**config.mk**
```make
export PLATFORM = sky130hd
export DESIGN_NAME = gate_tt_sequencer
export DESIGN_NICKNAME = d
export VERILOG_FILES = /design/src/rtl/gate_tt_sequencer.sv
export SDC_FILE = /design/constraint.sdc
export NUM_CORES = 1
export LEC_CHECK = 0
export ABC_AREA = 1
export ABC_CLOCK_PERIOD_IN_PS = 1900
export BUFFER_PORTS_ARGS = -buffer_cell sky130_fd_sc_hd__buf_2
export CORE_UTILIZATION = 51
export DETAILED_ROUTE_END_ITERATION = 8
export GPL_ROUTABILITY_DRIVEN = 1
export GPL_TIMING_DRIVEN = 0
export PLACE_DENSITY = 0.76
export REMOVE_ABC_BUFFERS = 1
export SYNTH_ARGS = -nofsm -noshare
export SYNTH_HDL_FRONTEND = slang
export SYNTH_SLANG_ARGS = --single-unit
```
**constraint.sdc**
```tcl
create_clock -name clk -period 1.9 [get_ports clk]
set_clock_uncertainty 0.1 [all_clocks]
set_input_delay 0.19 -clock clk [delete_from_list [all_inputs] [get_ports clk]]
set_output_delay 0.19 -clock clk [all_outputs]
set_load 0.02 [all_outputs]
```
**src/rtl/gate_tt_sequencer.sv**
```systemverilog
// Truth-table sequencer for a 2-input combinational gate: walks vectors 00..11,
// holds each for a settle window, samples the gate and scores it against an expected table.
module gate_tt_sequencer #(
  parameter int SETTLE_CYCLES = 2,
  parameter int CNT_W         = 8
) (
  input  logic       clk,
  input  logic       rst_n,
  input  logic       start,
  input  logic       abort,
  input  logic [3:0] expected,
  input  logic       dut_out,
  output logic       dut_a,
  output logic       dut_b,
  output logic       busy,
  output logic       done,
  output logic       pass,
  output logic [3:0] observed,
  output logic [2:0] err_count
);

  typedef enum logic [1:0] {
    S_IDLE,
    S_SETTLE,
    S_SAMPLE,
    S_DONE
  } state_t;

  localparam logic [CNT_W-1:0] SETTLE_LAST = CNT_W'(SETTLE_CYCLES - 1);

  state_t           r_state, w_state_nxt;
  logic [3:0]       r_exp, w_exp_nxt;
  logic [1:0]       r_idx, w_idx_nxt;
  logic [CNT_W-1:0] r_cnt, w_cnt_nxt;
  logic [1:0]       r_vec, w_vec_nxt;
  logic [3:0]       r_observed, w_observed_nxt;
  logic [2:0]       r_err, w_err_nxt;
  logic             r_pass, w_pass_nxt;
  logic             r_busy, w_busy_nxt;
  logic             r_done, w_done_nxt;
  logic             w_miss;

  assign w_miss = (dut_out != r_exp[r_idx]);

  // NOTE: every next-value is defaulted to its current register first, so no
  // path through the case leaves a signal unassigned and no latch is inferred.
  always_comb begin
    w_state_nxt    = r_state;
    w_exp_nxt      = r_exp;
    w_idx_nxt      = r_idx;
    w_cnt_nxt      = r_cnt;
    w_vec_nxt      = r_vec;
    w_observed_nxt = r_observed;
    w_err_nxt      = r_err;
    w_pass_nxt     = r_pass;

    unique case (r_state)
      S_IDLE: begin
        // abort in IDLE does nothing but still suppresses a coincident start
        if (start && !abort) begin
          w_exp_nxt      = expected;
          w_idx_nxt      = 2'd0;
          w_cnt_nxt      = '0;
          w_observed_nxt = 4'b0000;
          w_err_nxt      = 3'd0;
          w_pass_nxt     = 1'b0;
          w_vec_nxt      = 2'b00;
          w_state_nxt    = S_SETTLE;
        end
      end
      S_SETTLE: begin
        if (r_cnt == SETTLE_LAST) begin
          w_state_nxt = S_SAMPLE;
        end else begin
          w_cnt_nxt = r_cnt + 1'b1;
        end
      end
      S_SAMPLE: begin
        w_observed_nxt[r_idx] = dut_out;
        if (w_miss) begin
          w_err_nxt = r_err + 3'd1;
        end
        if (r_idx == 2'd3) begin
          // pass is resolved with the last sample included so it is valid alongside done
          w_pass_nxt  = (w_err_nxt == 3'd0);
          w_state_nxt = S_DONE;
        end else begin
          w_idx_nxt   = r_idx + 2'd1;
          w_vec_nxt   = r_idx + 2'd1;
          w_cnt_nxt   = '0;
          w_state_nxt = S_SETTLE;
        end
      end
      S_DONE: begin
        w_vec_nxt   = 2'b00;
        w_state_nxt = S_IDLE;
      end
      default: w_state_nxt = S_IDLE;
    endcase

    // Abort discards this cycle's work but keeps the partial results already scored.
    if (abort && (r_state != S_IDLE)) begin
      w_state_nxt    = S_IDLE;
      w_vec_nxt      = 2'b00;
      w_pass_nxt     = 1'b0;
      w_observed_nxt = r_observed;
      w_err_nxt      = r_err;
    end

    w_busy_nxt = (w_state_nxt == S_SETTLE) || (w_state_nxt == S_SAMPLE);
    w_done_nxt = (w_state_nxt == S_DONE);
  end

  // NOTE: state is updated with non-blocking assignments so every register
  // samples the same pre-edge values regardless of statement order.
  always_ff @(posedge clk or negedge rst_n) begin
    if (!rst_n) begin
      r_state    <= S_IDLE;
      r_exp      <= 4'b0000;
      r_idx      <= 2'd0;
      r_cnt      <= '0;
      r_vec      <= 2'b00;
      r_observed <= 4'b0000;
      r_err      <= 3'd0;
      r_pass     <= 1'b0;
      r_busy     <= 1'b0;
      r_done     <= 1'b0;
    end else begin
      r_state    <= w_state_nxt;
      r_exp      <= w_exp_nxt;
      r_idx      <= w_idx_nxt;
      r_cnt      <= w_cnt_nxt;
      r_vec      <= w_vec_nxt;
      r_observed <= w_observed_nxt;
      r_err      <= w_err_nxt;
      r_pass     <= w_pass_nxt;
      r_busy     <= w_busy_nxt;
      r_done     <= w_done_nxt;
    end
  end

  assign dut_a     = r_vec[1];
  assign dut_b     = r_vec[0];
  assign busy      = r_busy;
  assign done      = r_done;
  assign pass      = r_pass;
  assign observed  = r_observed;
  assign err_count = r_err;

endmodule

```
# == Word-level counts from Yosys, hierarchy flattened ==
# Index checks and enable logic that the tools add are counted.
# Widths: inputs -> output; s select.
# word_totals
elab_cells,78
register_bits,28
# op_classes
muxes,29
n_addsub,3
n_bitwise,1
magnitude_cmp,2
n_eq_ne,15
reduce_logical,18
# op_table
cell,n
$mux 8,3
$pmux 8 s3,1
$mux 2,7
$reduce_and 3->1,4
$eq 2x2->1 const B,5
$mux 3,3
$ne 3x3->1 const B,3
$add 8x1->8 const B,1
$eq 8x1->1 const B,1
$pmux 2 s4,1
$pmux 4 s2,1
$ne 2x2->1 const B,3
$pmux 2 s3,1
$pmux 3 s2,1
$reduce_bool 3->1,2
$mux 1,5
$bwmux 4,1
$eq 2x1->1 const B,2
$mux 4,1
$pmux 2 s2,1
$reduce_and 4->1,1
$reduce_bool 2->1,2
$reduce_bool 4->1,1
$add 3x1->3 const B,1
14 further kinds,16

# == Longest topological paths before layout ==
# Gate-level depths: netlist of the first run.
# depth
word_depth,9
depth_mapped,10
ltp_nobuf,10

# == Least setup slack after synthesis of the first run ==
# Ideal clock, no wire load.
# synth_path
kind,reg2reg
from,reg r_state[0]
to,reg r_busy (netlist: busy)
required_time_ns,1.674
path_stages_with_launch,10
synth_period_minus_slack_ns,1.978
setup_time_ns,0.126
setup_slack_ns,-0.078
arrival_ns,1.752
cell_sequence,dfrtp_1 inv_1 ha_1 inv_1 nand2_1 nand3_1 inv_1 a21oi_1 a21oi_1 ha_1
# synth_between
elab_chain_len,5
# synth_lines
element,line_no,rtl
from (decl),31,"state_t r_state, w_state_nxt;"
from (signal assigned),129,r_state <= w_state_nxt;
$eq 2x2->1 (tied with other cells),57,unique case (r_state)
$pmux 2 s4 or $logic_and 1x1->1 (tied branches),"57, 102",
$mux 2 (*),102,if (abort && (r_state != S_IDLE)) begin
net w_state_nxt[0],31,
$eq 2x1->1 or $eq 2x2->1 (tied branches),110,w_busy_nxt = (w_state_nxt == S_SETTLE) || (w_state_nxt == S_SAMPLE);
$logic_or 1x1->1 (*),110,
net w_busy_nxt,39,"logic r_busy, w_busy_nxt;"
to (signal assigned),137,r_busy <= w_busy_nxt;
to (decl),39,
# The timed path passes the listed nets; every way through them passes the cells marked *.
# A chain may end at the register's enable or synchronous reset.

# == Final worst setup path of the first run ==
# layout_path
from,reg r_state[1]
to,reg r_busy (netlist: busy)
# layout_between
elab_chain_len,5
# layout_lines
element,line_no
$eq 2x2->1 (tied with other cells),57
$pmux 2 s4 or $logic_and 1x1->1 (tied branches),"57, 102"
$mux 2 (*),102
net w_state_nxt[0],31
$eq 2x1->1 or $eq 2x2->1 (tied branches),110
$logic_or 1x1->1 (*),110
net w_busy_nxt,39
# Marked as above.

==> results.yml, run 1 <==
place:
  hpwl_mm: 2.21
  dp_slack_ps: -449
  gp_congestion: 0.798
  port_buffers: 20
global_route:
  grt.overflow.total: 0
  grt_pass1_wl_mm: 5.30
  grt_pass1_vias: 1162
  antenna_found_initial: 0
  grt_max_degree: 29
  grt_usage_pct: 20.2
drt:
  drtAntennaViolNets: 0
  wl_mm: 3.33
  dr.first_iter.drc_count: 63
  dr.pass1.iters: 4
  vias: 1401
  drc: 0
  via_per_inst: 5.13
  wl_per_cell_um: 12.2
synth:
  netlist_area_um2: 1620
  synthFlopType: "dfrtp_1"
  yosys-top-cells-area: "dfrtp_1, nand2_1, ha_1"
  synth_cells: 201
  synth_warnings: 0
  seq_area_frac_synth_pct: 43.2
  synth_edf_count: 0
  avgSynthCellArea_um2: 8.07
  synthArstFlopShare_pct: 100
  yosysTopAreaCell: "dfrtp_1"
  synth_seq_cells: 28
  synth_cell_types: 24
  netlist.area_leader.share_pct: 43.2
worst_setup_path:
  crit_required_ps: 2020
  r2r_cells: 9
  critPathArrivalTime_ps: 2050
  rrSetupSlack_ps: -30
  cp-end-kind: "flip-flop"
  rr_endpoint: "busy"
  critical_path_class: "reg -> reg"
  critPathMaxFanout: 9
  start_kind: "flip-flop"
  reg2reg_from: "r_state[1]"
clock_tree:
  clk_latency_ps: 320
  cts_made_buffers: 3
  htreeDepth: 1
  root_buffer: "clkbuf_4"
  path_clk_slew_ps: 140
  cts_buffer_depth: 2
  clock_sinks: 28
  cts_tree: "done"
hold_path:
  hold-path-endpoint: "observed[2]"
  hp-start: "dut_out"
  hp-class: "in -> reg"
  hold_depth: 3
status:
  status: "finished with violations"
  violations: "negative setup slack"
sta:
  timing_hold_violations_final: 0
  slew_headroom_pct: 59.1
  holdWs_ps: 54.4
  setup_violations: 1
  timing.final.crit_share_pct: 101
  setup_slack_ps: -25.0
  fin_setup_tns_ps: -25.0
  clock.fmax_mhz: 519
  tightest_slew_ps: 614
  final-max-slew-violation-count: 0
  period_needed_ps: 1930
cells_and_area:
  area_growth_pct: 20.2
  drive_above_1_share_pct: 21.0
  fill_cells: 262
  fin_nets: 252
  diodes: 0
floorplan:
  dieArea_um2: 3410
  start_util_pct: 53.6
  num_io_pins: 21
  core_um2: 3030
  rows: 20
  die_x_um: 58.4
  die_h_um: 58.4
job:
  maxCapViolCount: 0
power:
  finalPower_mw: 2.31
  ir_drop_mv: 0.706
  leakagePower_nw: 1.04
  powerDensity_nw_per_um2: 1180
==> per-stage QoR <==
step / utilization, % / cell area (um2) / std cells
floorplan: - / 1600 / 198
global placement: 58.0 / 1760 / 262
detailed placement: 58.0 / 1760 / 262
CTS: 62.1 / 1880 / 271
global route: 64.4 / 1950 / 273
finish: 64.4 / 1950 / 273
==> sequential cells by signal, summed over array words and instances, names as in the netlist <==
signal     count
r_exp          4
r_idx          2
done           1
r_vec          2
pass           1
r_cnt          8
observed       4
r_state        2
busy           1
err_count      3
==> cell families (layout without fill, tap and decap cells) <==
logic type	Yosys count	in the layout	synth area share [%]
XOR/XNOR	3	3	1.62
AND/OR/NAND/NOR	102	102	27.1
adder cells (fa/ha/maj)	12	12	9.26
multiplexers	4	4	2.78
flip-flops	28	28	43.2
buffers and inverters	26	54	6.56
AO/OA/AOI/OAI	26	26	9.49
==> final cells by class <==
type | count | area, um2 | share of cell area [%]
Multi-Input combinational cell | 147 | 907 | 46.5
Sequential cell | 28 | 701 | 35.9
Timing Repair Buffer | 28 | 173 | 8.86
Inverter | 23 | 91.3 | 4.69
Tap cell | 44 | 55.1 | 2.82
Clock buffer | 3 | 22.5 | 1.16
==> report_power, final <==
part           internal (mW)  leakage (nW)  switching (mW)
clock network         0.0744        0.0138           0.165
registers              0.722         0.377          0.0992
logic                  0.450         0.645           0.797
total                   1.25          1.04            1.06
==> critical path, stage by stage (launching register included) <==
cell,delay (ps)
dfrtp_1,420
buf_4,160
ha_4,200
nor2_4,140
inv_1,90
nand3_4,140
inv_6,70
a21oi_2,160
a21oi_2,70
ha_1,290
==> what timing repair did <==
| action | CTS | global route |
|---|---|---|
| endpoints found under the hold margin | 31 | 1 |
| resized for setup | 11 | 12 |
| setup buffers | 2 | 1 |
| pin swaps | 0 | 1 |
| hold buffers | 4 | 1 |
| endpoints found under the setup margin | 11 | 2 |
==> cell usage in the layout (no fill, tap or decap), types with 3 or more instances in the layout <==
cell	n
nand2_1	61
dfrtp_1	28
inv_1	20
buf_2	20
o21ai_0	15
nand3_1	14
nor2_1	10
ha_1	9
nand4_1	5
dlygate4sd3_1	5
mux2_2	4
or2_2	3
xor2_1	3
ha_4	3
clkbuf_4	3
buf_4	3
==> metal layers <==
| layer | vias to the layer above | track usage [%] | share of wire (%) | wire length, um |
|---|---|---|---|---|
| met5 | - | 0 | 0 | 0 |
| met1 | 641 | 31.4 | 48 | 1610 |
| met4 | 0 | 6.12 | 1.4 | 48 |
| met2 | 33 | 29.7 | 46 | 1540 |
| li1 | 722 | - | - | - |
| met3 | 5 | 2.20 | 3.8 | 126 |
==> worst max-delay path by stage <==
stage / slack (ps) / endpoint / from / cells after the start
detailed placement: -450 / busy / r_state[0] / 9
global placement: -390 / busy / r_state[0] / 9
floorplan: -80 / busy / r_state[0] / 9
CTS: 10 / busy / r_state[1] / 9
finish: -30 / busy / r_state[1] / 9
global route: -70 / busy / r_cnt[5] / 6
==> cells in the mapped netlist, types with 2 or more instances <==
| cell type | number |
|---|---|
| nand2_1 | 62 |
| dfrtp_1 | 28 |
| inv_1 | 23 |
| o21ai_0 | 16 |
| nand3_1 | 15 |
| ha_1 | 12 |
| nor2_1 | 11 |
| nand4_1 | 5 |
| mux2_2 | 4 |
| a21oi_1 | 3 |
| or2_2 | 3 |
| xor2_1 | 3 |
| nand3b_1 | 2 |
| o211ai_1 | 2 |
| o22ai_1 | 2 |
| o31ai_1 | 2 |
Note: power is estimated with default switching activity, not from simulation.
==> run 2, diff against run 1 <==
- ABC_AREA: 1 -> not set
- PLACE_DENSITY: 0.76 -> 0.75
==> run 2 against run 1 <==
Effect of this change: critical path type unchanged; largest power group unchanged; the run still ends with negative setup slack left; die area grew 1.0%; sequential cell count is the same; non-clock buffer count is the same.
==> results.yml, run 2 <==
cells_and_area:
  top_register: "r_cnt"
  drive_above_1_share_pct: 30.3
  largest_reg_flops: 8
  final_cell_mix: "dfrtp_1, buf_2, nand2_1"
  final_common_cell: "dfrtp_1"
  area_growth_pct: 20.8
  fin_nets: 218
  utilization_pct: 64.9
  fill_cells: 254
  diodes: 0
floorplan:
  num_io_pins: 21
  die_h_um: 58.7
  dieArea_um2: 3440
  start_util_pct: 53.7
  die_x_um: 58.7
  core_um2: 3050
  rows: 20
worst_setup_path:
  cp-end-kind: "flip-flop"
  critPathArrivalTime_ps: 2030
  start_kind: "flip-flop"
  critical_path_class: "reg -> reg"
  rrSetupSlack_ps: -8
  crit_required_ps: 2020
  rr_endpoint: "busy"
  reg2reg_from: "r_cnt[5]"
  r2r_cells: 6
  critPathMaxFanout: 5
sta:
  rsz0062_at_grt: "true"
  fin_setup_tns_ps: -7.99
  clock.fmax_mhz: 524
  setup_slack_ps: -7.99
  tightest_slew_ps: 609
  final-max-slew-violation-count: 0
  period_needed_ps: 1910
  timing.final.crit_share_pct: 100
  setup_violations: 1
  slew_headroom_pct: 59.4
  timing_hold_violations_final: 0
synth:
  seq_area_frac_synth_pct: 42.7
  yosysTopAreaCell: "dfrtp_1"
  synth_commonest_cells: "dfrtp_1, nand2_1, a21oi_1, ha_1, inv_1"
  synth_edf_count: 0
  netlist.area_leader.share_pct: 42.7
  netlist_area_um2: 1640
  synthArstFlopShare_pct: 100
  synthFlopType: "dfrtp_1"
  avgSynthCellArea_um2: 9.76
  yosys-top-cells-area: "dfrtp_1, ha_1, nand2_1"
  synth_warnings: 0
  synth_seq_cells: 28
  synth_cell_types: 43
  synth_cells: 168
  synth_most_common_cell: "dfrtp_1"
place:
  hpwl_mm: 2.46
  port_buffers: 20
  gp_congestion: 0.909
global_route:
  grt_usage_pct: 21.7
  grt_pass1_wl_mm: 5.75
  grt.overflow.total: 0
  grt_pass1_vias: 1324
  grt_max_degree: 29
  antenna_found_initial: 0
power:
  p_switching_mw: 1.19
  power.share.sequential_pct: 33.1
  leakagePower_nw: 0.901
  powerDensity_nw_per_um2: 1360
  combPwrFrac_pct: 57.9
  ir_drop_mv: 0.694
  p_int_mw: 1.51
  p_clk_share_pct: 9.0
  swShare_pct: 44.1
clock_tree:
  clock_sinks: 28
  root_buffer: "clkbuf_4"
  clk_latency_ps: 320
  htreeDepth: 1
  cts_tree: "done"
  path_clk_slew_ps: 150
  cts_made_buffers: 3
  cts_buffer_depth: 2
drt:
  dr.pass1.iters: 4
  wl_per_cell_um: 14.6
  via_per_inst: 5.79
  dr.first_iter.drc_count: 91
  wl_mm: 3.50
  drtAntennaViolNets: 0
  vias: 1383
  drc: 0
status:
  violations: "negative setup slack"
  status: "finished with violations"
hold_path:
  hp-start: "expected[1]"
  hp-class: "in -> reg"
  hold_depth: 2
  hold-path-endpoint: "r_exp[1]"
job:
  maxCapViolCount: 0
-- run 2: cell types whose count changed after synthesis, moves of 4 or more --
cell     before  now
o21ai_0      16   10
o31ai_1       2    7
inv_1        23   11
nand2_1      62   21
nand3_1      15    7
nand4_1       5    1
a21oi_1       3   12
a21o_1        0    4
nor2_1       11    7
-- run 2: cell families after synthesis --
family	synth area share [%]
simple gates	16.7
flops	42.7
xor+xnor	1.53
fa+ha+maj	9.16
buf+inv	3.66
compound gates	22.1
mux	4.12
-- run 2: worst max path at each step --
stage / to / depth (start not counted) / startpoint
3_5_place_dp: err_count[0] / 7 / r_state[0]
3_3_place_gp: err_count[0] / 7 / r_state[0]
2_1_floorplan: err_count[0] / 7 / r_state[0]
5_1_grt: busy / 6 / r_cnt[5]
4_1_cts: busy / 5 / r_cnt[4]
6_report: busy / 6 / r_cnt[5]
-- run 2: per-stage QoR --
stage          setup slack (ps)  cells  hold WS, ps  area [um2]  power, mW
2_1_floorplan              9.02    164         -206        1620       1.82
3_3_place_gp               -198    228          133        1780       2.07
3_5_place_dp               -304    228          143        1780       2.15
4_1_cts                    10.4    235         1.70        1880       2.54
5_1_grt                    -171    239         3.37        1980       2.90
6_report                  -7.99    239         4.47        1980       2.69
-- run 2: cell type report --
class	count	area (um2)	share of cell area [%]
clock buffer	3	22.5	1.14
inverter	11	41.3	2.08
multi-input combinational	125	988	49.9
sequential	28	706	35.6
tap	44	55.1	2.78
timing repair buffer	28	168	8.46
-- run 2: timing repair --
item	4_1_cts	5_1_grt
resized for setup	12	15
setup endpoints to repair	23	15
setup buffers	2	3
pin swaps	2	2
hold buffers	2	1
endpoints found under the hold margin	29	1
-- run 2: per-layer routing --
layer	GRT usage (%)	vias up	part of all wire, %
li1	-	667	-
met1	29.3	674	44
met2	36.5	40	52
met3	2.20	2	4.1
met4	7.82	0	0.54
met5	0	-	0
-- run 2: power by group through the flow --
stage	Sequential, mW	Combinational [mW]	Clock [mW]
2_1_floorplan	0.942	0.877	0
3_3_place_gp	0.893	1.18	0
3_5_place_dp	0.907	1.24	0
4_1_cts	0.900	1.39	0.245
5_1_grt	0.907	1.72	0.271
6_report	0.890	1.56	0.242
-- run 2: worst max-delay path: stages (launching register included) --
cell	delay, ps
dfrtp_1	480
nor4_4	330
nand3_1	220
a21oi_1	210
a21oi_1	60
nor2_1	170
ha_1	250
